[src/rtl/fetch_if.sv]
// Decode-side and imem-side signal bundle of the fetch stage.
// master = fetch_unit, slave = memory / execute / decode environment.
interface fetch_if #(
    parameter int ADDR_WIDTH = 32,
    parameter int DATA_WIDTH = 32
);
    logic                  imem_req;
    logic [ADDR_WIDTH-1:0] imem_addr;
    logic                  imem_ack;
    logic [DATA_WIDTH-1:0] imem_rdata;
    logic                  redirect;
    logic [ADDR_WIDTH-1:0] redirect_target;
    logic                  instr_valid;
    logic                  instr_ready;
    logic [DATA_WIDTH-1:0] instr;
    logic [ADDR_WIDTH-1:0] instr_pc;
    logic [ADDR_WIDTH-1:0] instr_pc_plus4;
    logic                  fetch_misaligned;

    modport master (
        output imem_req, imem_addr, instr_valid, instr, instr_pc, instr_pc_plus4, fetch_misaligned,
        input  imem_ack, imem_rdata, redirect, redirect_target, instr_ready
    );

    modport slave (
        input  imem_req, imem_addr, instr_valid, instr, instr_pc, instr_pc_plus4, fetch_misaligned,
        output imem_ack, imem_rdata, redirect, redirect_target, instr_ready
    );
endinterface

[src/rtl/fetch_unit.sv]
// Instruction fetch stage: PC, imem request/ack, valid/ready hand-off to decode, redirects.
// Optional macro FETCH_MISALIGN_TRAP_EN: misaligned redirect target raises a sticky flag and halts.
module fetch_unit #(
    parameter int                    ADDR_WIDTH = 32,
    parameter int                    DATA_WIDTH = 32,
    parameter logic [ADDR_WIDTH-1:0] RESET_PC   = '0
) (
    input  logic     clk,
    input  logic     rst,
    fetch_if.master  bus
);
    typedef enum logic [1:0] {FETCH, HOLD, DROP, HALT} state_t;

    state_t                state;
    logic [ADDR_WIDTH-1:0] pc;
    logic [ADDR_WIDTH-1:0] inflight_addr;
    logic                  halt_pend;
    logic                  misaligned_q;
    logic                  valid_q;
    logic [DATA_WIDTH-1:0] instr_q;
    logic [ADDR_WIDTH-1:0] instr_pc_q;
    logic [ADDR_WIDTH-1:0] instr_pc_plus4_q;
    logic [ADDR_WIDTH-1:0] tgt;
    logic                  tgt_bad;

    function automatic logic [ADDR_WIDTH-1:0] pc_inc(input logic [ADDR_WIDTH-1:0] a);
        return a + ADDR_WIDTH'(4);
    endfunction

    function automatic logic [ADDR_WIDTH-1:0] word_align(input logic [ADDR_WIDTH-1:0] a);
        return a & ~ADDR_WIDTH'(3);
    endfunction

`ifdef FETCH_MISALIGN_TRAP_EN
    assign tgt     = bus.redirect_target;
    assign tgt_bad = |bus.redirect_target[1:0];
`else
    assign tgt     = word_align(bus.redirect_target);
    assign tgt_bad = 1'b0;
`endif

    // The request stays up through DROP so the memory sees a stable, never-withdrawn transaction.
    assign bus.imem_req         = !rst && (state == FETCH || state == DROP);
    assign bus.imem_addr        = (state == DROP) ? inflight_addr : pc;
    assign bus.instr_valid      = valid_q;
    assign bus.instr            = instr_q;
    assign bus.instr_pc         = instr_pc_q;
    assign bus.instr_pc_plus4   = instr_pc_plus4_q;
    assign bus.fetch_misaligned = misaligned_q;

    always_ff @(posedge clk) begin
        if (rst) begin
            state            <= FETCH;
            pc               <= RESET_PC;
            halt_pend        <= 1'b0;
            misaligned_q     <= 1'b0;
            valid_q          <= 1'b0;
            instr_q          <= '0;
            instr_pc_q       <= '0;
            instr_pc_plus4_q <= '0;
        end else begin
            case (state)
                FETCH: begin
                    if (bus.redirect) begin
                        if (tgt_bad) begin
                            misaligned_q <= 1'b1;
                            if (bus.imem_ack) begin
                                state <= HALT;
                            end else begin
                                state         <= DROP;
                                inflight_addr <= pc;
                                halt_pend     <= 1'b1;
                            end
                        end else begin
                            pc <= tgt;
                            if (!bus.imem_ack) begin
                                state         <= DROP;
                                inflight_addr <= pc;
                            end
                        end
                    end else if (bus.imem_ack) begin
                        instr_q          <= bus.imem_rdata;
                        instr_pc_q       <= pc;
                        instr_pc_plus4_q <= pc_inc(pc);
                        valid_q          <= 1'b1;
                        pc               <= pc_inc(pc);
                        state            <= HOLD;
                    end
                end
                HOLD: begin
                    // A same-cycle ready still completes the hand-off; the redirect then only steers pc.
                    if (bus.redirect) begin
                        valid_q <= 1'b0;
                        if (tgt_bad) begin
                            misaligned_q <= 1'b1;
                            state        <= HALT;
                        end else begin
                            pc    <= tgt;
                            state <= FETCH;
                        end
                    end else if (bus.instr_ready) begin
                        valid_q <= 1'b0;
                        state   <= FETCH;
                    end
                end
                DROP: begin
                    if (bus.redirect) begin
                        if (tgt_bad) begin
                            misaligned_q <= 1'b1;
                            halt_pend    <= 1'b1;
                        end else begin
                            pc <= tgt;
                        end
                    end
                    if (bus.imem_ack) begin
                        state <= (halt_pend || (bus.redirect && tgt_bad)) ? HALT : FETCH;
                    end
                end
                HALT: begin
                    state <= HALT;
                end
                default: state <= FETCH;
            endcase
        end
    end
endmodule

[src/flat_wrapper.sv]
// flat-port wrapper written by rule: the top's interface ports become plain ports
module fetch_unit_flat 
#(
    parameter int                    ADDR_WIDTH = 32,
    parameter int                    DATA_WIDTH = 32,
    parameter logic [ADDR_WIDTH-1:0] RESET_PC   = '0
)
  (clk, rst, bus_imem_req, bus_imem_addr, bus_instr_valid, bus_instr, bus_instr_pc, bus_instr_pc_plus4, bus_fetch_misaligned, bus_imem_ack, bus_imem_rdata, bus_redirect, bus_redirect_target, bus_instr_ready);
  fetch_if #(.ADDR_WIDTH(ADDR_WIDTH), .DATA_WIDTH(DATA_WIDTH)) bus_i ();
  input  logic clk;
  input  logic rst;
  output wire logic [$bits(bus_i.imem_req)-1:0] bus_imem_req;
  output wire logic [$bits(bus_i.imem_addr)-1:0] bus_imem_addr;
  output wire logic [$bits(bus_i.instr_valid)-1:0] bus_instr_valid;
  output wire logic [$bits(bus_i.instr)-1:0] bus_instr;
  output wire logic [$bits(bus_i.instr_pc)-1:0] bus_instr_pc;
  output wire logic [$bits(bus_i.instr_pc_plus4)-1:0] bus_instr_pc_plus4;
  output wire logic [$bits(bus_i.fetch_misaligned)-1:0] bus_fetch_misaligned;
  input wire logic [$bits(bus_i.imem_ack)-1:0] bus_imem_ack;
  input wire logic [$bits(bus_i.imem_rdata)-1:0] bus_imem_rdata;
  input wire logic [$bits(bus_i.redirect)-1:0] bus_redirect;
  input wire logic [$bits(bus_i.redirect_target)-1:0] bus_redirect_target;
  input wire logic [$bits(bus_i.instr_ready)-1:0] bus_instr_ready;
  assign bus_imem_req = bus_i.imem_req;
  assign bus_imem_addr = bus_i.imem_addr;
  assign bus_instr_valid = bus_i.instr_valid;
  assign bus_instr = bus_i.instr;
  assign bus_instr_pc = bus_i.instr_pc;
  assign bus_instr_pc_plus4 = bus_i.instr_pc_plus4;
  assign bus_fetch_misaligned = bus_i.fetch_misaligned;
  assign bus_i.imem_ack = bus_imem_ack;
  assign bus_i.imem_rdata = bus_imem_rdata;
  assign bus_i.redirect = bus_redirect;
  assign bus_i.redirect_target = bus_redirect_target;
  assign bus_i.instr_ready = bus_instr_ready;
  fetch_unit #(.ADDR_WIDTH(ADDR_WIDTH), .DATA_WIDTH(DATA_WIDTH), .RESET_PC(RESET_PC)) u_core (.clk(clk), .rst(rst), .bus(bus_i));
endmodule
[config.mk]
export PLATFORM = sky130hd
export DESIGN_NAME = fetch_unit_flat
export DESIGN_NICKNAME = d
export VERILOG_FILES = /design/src/rtl/fetch_if.sv /design/src/rtl/fetch_unit.sv /design/src/flat_wrapper.sv
export SDC_FILE = /design/constraint.sdc
export NUM_CORES = 1
export LEC_CHECK = 0
export BUFFER_PORTS_ARGS = -buffer_cell sky130_fd_sc_hd__buf_2
export CAP_MARGIN = 20
export CORE_ASPECT_RATIO = 1.5
export CORE_MARGIN = 4
export CORE_UTILIZATION = 50
export DETAILED_ROUTE_END_ITERATION = 6
export PLACE_DENSITY = 0.84
export SKIP_CTS_REPAIR_TIMING = 1
export SLEW_MARGIN = 0
export SYNTH_ARGS = -nofsm -noshare
export SYNTH_HDL_FRONTEND = slang
export SYNTH_SLANG_ARGS = --single-unit
export TNS_END_PERCENT = 5
[constraint.sdc]
create_clock -name clk -period 4.4 [get_ports clk]
set_input_delay 0.44 -clock clk [delete_from_list [all_inputs] [get_ports clk]]
set_output_delay 0.44 -clock clk [all_outputs]
set_load 0.05 [all_outputs]
==> results.txt, run 1 <==
GRT overflow: 0
highest routed layer: met5
Post-synth top flop: dfxtp_1
Mapped Avg Cell Area: 8.73 sq um
Reg-to-Reg Start: u_core.state[1]
largest net degree at the start of global routing: 69
wire length of the first global-routing pass: 31.0 mm
Synth Instances: 792
WP data required: 3.96 ns
worst hold path depth: 3
H-tree levels: 4
Max Freq: 0.356 GHz
drt via density: 5.62
share of the synthesized area in the top cell type: 36.2%
Die H: 152 microns
Ys Warns: 0
Worst VDD drop: 274 uV
Port Buffers: 190
drc violations: 0
dpl hpwl: 13.1 mm
WL/cell: 17.1 microns
CTS root buf: clkbuf_16
core area: 0.0135 sq mm
max-capacitance violation count: 0
gr usage total: 24.0%
Hold Slack: 0.247 ns
RD Place Congestion: 0.838
Post-synth EDFFs: 30
register area share after synthesis: 49.2%
Min-Delay Startpoint: bus_imem_rdata[18]
FF+latch count, synth: 155
FP Rows: 52
io pins: 200
Post-Place Cells: 1081
Area Growth Syn to Fin: 22.8%
DIE AREA: 0.0158 sq mm
Worst Setup SP: u_core.state[0]
cell area after synthesis: 0.00692 sq mm
ant diodes: 0
HP Class: in -> reg
Final Hold Viols: 0
Initial Util: 51.1%
WL met3: 1.41 mm
Post-synth top cells: 166 x nand2_1, 125 x dfxtp_1, 94 x a21oi_1
most instantiated library cell after synthesis: nand2_1
vias in the first global route: 6292
non-filler cells, final: 1114
top cells by area, synth: dfxtp_1 36%, edfxtp_1 13%, nand2_1 9.0%
clock transition at the registers of the reported paths: 0.06 ns
worst-path fanout max: 35
WP data arrival: 2.37 ns
Total Wirelength: 19.1 mm
Antenna Nets Post-Route: 0
P_leak: 3.47 nW
register-to-register setup slack: 1.72 ns
Tmin final: 2.81 ns
Async S/R FF share, synth: 0%
Slew Viols, Final: 0
routed vias: 6261
Num CTS Buffers: 17
Slew headroom: 31.4%
M1 wire length: 7.33 mm
RSZ-0062 raised after global routing: false
CTS tree: yes
clk buf depth: 2
initial antenna violation count: 2
CTS sink count: 155
Placement Cell Area: 0.00787 sq mm
status: finished, final reports clean
Met2 Routed Length: 9.87 mm
crit path kind: reg -> out
clock skew: 0.00800 ns
initial drt markers: 347
hold path endpoint: u_core.bus.instr[18]
fraction of layout cells with a size suffix above 1: 29.8%
design area: 0.00850 sq mm
DRT Pass-1 Iters: 5
pwr dens: 545 mW/mm^2
period utilization: 63.8%
Nets: 1014
startpoint types: register
Layout Utilization: 62.8%
Reg2Reg Depth: 5
Worst-Margin Slew: 1.03 ns
clk_lat worst skew: 0.42 ns
area leader, netlist: dfxtp_1
CP endpoint kind: primary output
reg2reg end: u_core.pc[17]
TNS Setup: 0 ns
Horiz. Die Dim: 104 microns
setup violators final: 0
Synth cell types: 56
## final cells by class
| class | instances | area (sq um) |
|---|---|---|
| multi-input cells | 553 | 3190 |
| clock inverters | 13 | 153 |
| fillers | 1178 | 5040 |
| inverters | 13 | 48.8 |
| well taps | 162 | 203 |
| flip-flops and latches | 155 | 3400 |
| repair buffers | 199 | 1030 |
| clock buffers | 19 | 464 |
## worst max-delay path: stages, from the launching register on
cell     delay [ns]
dfxtp_1        0.35
inv_1          0.10
ha_2           0.83
mux2_2         0.44
buf_2          0.22
## power by group
group | internal (mW) | total (mW) | leakage (nW) | switching (mW)
clock network | 0.901 | 1.53 | 0.301 | 0.625
logic | 0.378 | 1.34 | 1.87 | 0.959
registers | 1.60 | 1.77 | 1.30 | 0.169
total | 2.88 | 4.63 | 3.47 | 1.75
## worst max path at each step
| stage | to | slack (ns) | cells past startpoint |
|---|---|---|---|
| after floorplan | u_core.inflight_addr[10] | 0.82 | 4 |
| after global placement | u_core.bus.instr_pc[6] | 1.75 | 6 |
| after detailed placement | u_core.bus.instr_pc[2] | 1.73 | 6 |
| after CTS | bus_imem_addr[31] | 1.59 | 4 |
| after global routing | bus_imem_addr[14] | 1.51 | 3 |
| final | bus_imem_addr[14] | 1.59 | 4 |
## stage by stage
step | setup slack, ns | power (mW)
after floorplan | 0.815 | 2.80
after global placement | 1.75 | 3.10
after detailed placement | 1.73 | 3.12
after CTS | 1.59 | 4.65
after global routing | 1.51 | 4.82
final | 1.59 | 4.63
## cells in the final DEF (no fill, tap or decap), types with 3 or more instances in the layout
master     count
a311oi_1       4
buf_4          9
o32ai_1        3
nand2_1      166
xor2_1        14
o21ai_0       17
o21a_1         3
xnor2_1       14
and4_1         4
nor3_1         4
nor2_1        69
a21oi_1       94
buf_2        189
o31ai_1        3
nand3_1       17
ha_1           5
edfxtp_1      30
nor3_2         5
o21bai_1       3
nor4_1         3
and3_1         3
clkbuf_16     18
a221oi_1       3
mux2_2        27
inv_1         13
inv_6          5
conb_1         7
dfxtp_1      125
a211oi_1      33
o221a_2        5
o22ai_1        6
nand4_1        7
## layer usage
| metal | up-vias | GRT usage (%) |
|---|---|---|
| met4 | 4 | 10.3 |
| met2 | 261 | 43.8 |
| met5 | - | 0 |
| met3 | 47 | 6.03 |
| li1 | 3021 | - |
| met1 | 2928 | 26.2 |
## kinds of logic (layout without fill, tap and decap cells)
| group | Yosys count | count (layout) | share of synthesized area (%) |
|---|---|---|---|
| simple gates | 293 | 293 | 18.5 |
| flops | 155 | 155 | 49.2 |
| mux | 30 | 30 | 4.85 |
| compound gates | 189 | 189 | 17.2 |
| buf+inv | 90 | 244 | 5.50 |
| xor+xnor | 28 | 28 | 3.55 |
| other cells | 1 | 7 | 0.0542 |
| fa+ha+maj | 6 | 6 | 1.09 |
## state kept, by name, summed over array words and instances (netlist names)
| signal | cells |
|---|---|
| u_core.bus.instr | 32 |
| u_core.bus.instr_pc | 30 |
| u_core.bus.instr_pc_plus4 | 30 |
| u_core.bus.instr_valid | 1 |
| u_core.inflight_addr | 30 |
| u_core.pc | 30 |
| u_core.state | 2 |
Note: power is estimated with default switching activity, not from simulation.
==> run 2: changes to the inputs <==
--- a/config.mk
+++ b/config.mk
@@ -5,13 +5,14 @@
 export SDC_FILE = /design/constraint.sdc
 export NUM_CORES = 1
 export LEC_CHECK = 0
+export ABC_AREA = 1
 export BUFFER_PORTS_ARGS = -buffer_cell sky130_fd_sc_hd__buf_2
 export CAP_MARGIN = 20
 export CORE_ASPECT_RATIO = 1.5
 export CORE_MARGIN = 4
-export CORE_UTILIZATION = 50
+export CORE_UTILIZATION = 47
 export DETAILED_ROUTE_END_ITERATION = 6
-export PLACE_DENSITY = 0.84
+export PLACE_DENSITY = 0.83
 export SKIP_CTS_REPAIR_TIMING = 1
 export SLEW_MARGIN = 0
 export SYNTH_ARGS = -nofsm -noshare
==> constraint.sdc (replaced) <==
create_clock -name clk -period 2.5 [get_ports clk]
set_input_delay 0.25 -clock clk [delete_from_list [all_inputs] [get_ports clk]]
set_output_delay 0.25 -clock clk [all_outputs]
set_load 0.05 [all_outputs]
==> run 2 against run 1 <==
  * Final cell count increased by 14%
  * Die area increased by 5.0%
  * Power increased by 110%
  * Register-to-register slack got worse by 1.4 ns
  * Synthesized cell count increased by 14%
  * Hold slack got worse by 0.19 ns
  * Via count increased by 6.0%
  * Clock-buffer cell count increased by 2
  * Clock skew increased by 0.0017 ns
  * First-iteration DRC count decreased by 0.29%
  * Critical path depth increased by 2
  * Design area increased by 0.37%
  * Critical path type unchanged
==> results.txt, run 2 <==
area leader, netlist: dfxtp_1
pwr dens: 1150 mW/mm^2
Layout Utilization: 60.4%
routed vias: 6637
Synth Instances: 899
Critical Path Max Stage Delay: 0.37 ns
WL/cell: 15.5 microns
Post-synth top cells: 152 x nand2_1, 142 x o21ai_0, 129 x nor2_1
Worst Setup SP: u_core.state[0]
commonest non-fill, non-tap cells in the layout: 190 x buf_2, 152 x nand2_1, 142 x o21ai_0, 127 x nor2_1, 125 x dfxtp_1
Hold Slack: 0.0551 ns
setup violators final: 0
fillers: 1257
fraction of layout cells with a size suffix above 1: 23.8%
worst-path fanout max: 35
register-to-register setup slack: 0.30 ns
vias in the first global route: 6585
RSZ-0062 raised after global routing: false
initial antenna violation count: 0
drc violations: 0
CP endpoint kind: primary output
P_leak: 3.92 nW
status: finished, final reports clean
period utilization: 91.0%
CTS root buf: clkbuf_16
Clock Power Share: 25.0%
P_sw: 4.46 mW
Adder-Cell Fraction of Synth Area: 1.10%
Reg2Reg Depth: 8
Num CTS Buffers: 17
share of power burned in registers: 35.1%
hold path endpoint: u_core.bus.instr[31]
P_int: 5.36 mW
max-capacitance violation count: 0
clk_lat worst skew: 0.42 ns
initial drt markers: 346
WP data required: 2.25 ns
startpoint types: register
FP Rows: 53
drt via density: 5.22
Port Buffers: 190
Total Wirelength: 19.8 mm
RD Place Congestion: 0.917
Slew Viols, Final: 0
Seq. cell area: 0.00340 sq mm
Worst-Margin Slew: 0.582 ns
cell area after synthesis: 0.00685 sq mm
mux cell area share after synthesis: 0%
DRT Pass-1 Iters: 5
Post-synth EDFFs: 30
Slowest-stage cell, CP: ha_4
top cells by area, synth: dfxtp_1 37%, edfxtp_1 13%, o21ai_0 10%
final total power: 9.82 mW
Compound-Gate Fraction of Synth Area: 18.6%
multi-input logic area: 0.00295 sq mm
dpl hpwl: 14.0 mm
CP bufs+invs: 3
wire length of the first global-routing pass: 31.6 mm
Async S/R FF share, synth: 0%
reg2reg end: u_core.pc[28]
Synth cell types: 27
Max Freq: 0.440 GHz
worst hold path depth: 3
Synth Area in XOR/XNOR: 0.768%
CTS tree: yes
Worst VDD drop: 609 uV
Largest register FFs: 32
core area: 0.0141 sq mm
Horiz. Die Dim: 107 microns
Die H: 156 microns
Antenna Nets Post-Route: 0
critical path's top delay family: buffers and inverters
clock transition at the registers of the reported paths: 0.07 ns
most instantiated library cell after synthesis: nand2_1
CP cell instances: inv_1, ha_4, buf_12, nand2_1, o21ai_0, buf_2
clock skew: 0.00966 ns
Final Hold Viols: 0
Area Growth Syn to Fin: 24.6%
GRT overflow: 0
Net Sw Frac: 45.4%
H-tree levels: 4
HP Class: in -> reg
crit path kind: reg -> out
Nets: 1141
Mapped Avg Cell Area: 7.62 sq um
register area share after synthesis: 49.7%
Comb pwr share: 39.9%
TNS Setup: 0 ns
FF+latch count, synth: 155
main combinational cell family by area after synthesis: simple AND/OR/NAND/NOR gates
gr usage total: 23.8%
Tmin final: 2.27 ns
most common library cell in the layout ignoring fill and taps: buf_2
Ys Warns: 0
CTS sink count: 155
largest net degree at the start of global routing: 82
io pins: 200
WP data arrival: 2.02 ns
Post-synth top flop: dfxtp_1
Min-Delay Startpoint: bus_imem_rdata[31]
Initial Util: 48.5%
clk buf depth: 2
Slew headroom: 61.2%
Synth Area in Simple Gates: 21.8%
DIE AREA: 0.0166 sq mm
share of the synthesized area in the top cell type: 36.5%
ant diodes: 0
Reg-to-Reg Start: u_core.state[1]
[run 2: power by group through the flow]
| stage | logic (mW) | clock network [mW] | registers, mW |
|---|---|---|---|
| detailed placement | 3.90 | 0 | 3.48 |
| CTS | 3.92 | 2.51 | 3.43 |
| global placement | 3.84 | 0 | 3.47 |
| global route | 4.21 | 2.62 | 3.52 |
| finish | 3.92 | 2.46 | 3.45 |
| floorplan | 2.24 | 0 | 4.15 |
[run 2: kinds of logic (layout without fill, tap and decap cells)]
group | Yosys count | in the layout
xor+xnor | 6 | 6
fa+ha+maj | 6 | 6
other cells | 1 | 7
buf+inv | 132 | 306
flops | 155 | 155
simple gates | 360 | 360
compound gates | 239 | 239
[run 2: metal layers]
| metal | global-route usage (%) | vias to the layer above | part of all wire, % |
|---|---|---|---|
| met5 | 0 | - | 0 |
| met4 | 13.1 | 0 | 4.4 |
| met3 | 6.13 | 58 | 7.1 |
| met2 | 41.5 | 274 | 50 |
| met1 | 26.5 | 3006 | 38 |
| li1 | - | 3299 | - |
[run 2: metrics by stage]
step                setup WS [ns]  instances  instance area, sq um
global placement            0.514       1239                  7940
CTS                        0.0295       1271                  8520
global route                0.159       1271                  8530
detailed placement          0.481       1239                  7940
finish                      0.225       1271                  8530
floorplan                   0.165        905                  6870
[run 2: worst reg2reg max path: stages (launching register included)]
cell and delay (ns):
dfxtp_1 0.42, inv_1 0.11, ha_1 0.26, nand2_1 0.19
nor2_1 0.12, nor3_4 0.12, buf_4 0.51, o21ai_0 0.21
a21oi_1 0.18
[run 2: worst max-delay path by stage]
stage	endpoint	slack (ns)	cells past startpoint
3_5_place_dp	bus_imem_addr[30]	0.48	6
3_3_place_gp	bus_imem_addr[30]	0.51	6
5_1_grt	bus_imem_addr[30]	0.16	6
2_1_floorplan	u_core.inflight_addr[10]	0.16	4
4_1_cts	bus_imem_addr[30]	0.03	6
6_report	bus_imem_addr[30]	0.23	6
[run 2: cell type report]
class | instances | share of cell area [%]
well taps | 192 | 2.82
repair buffers | 202 | 12.8
clock buffers | 21 | 5.77
multi-input cells | 618 | 34.6
inverters | 72 | 3.17
flip-flops and latches | 155 | 39.9
clock inverters | 11 | 0.968
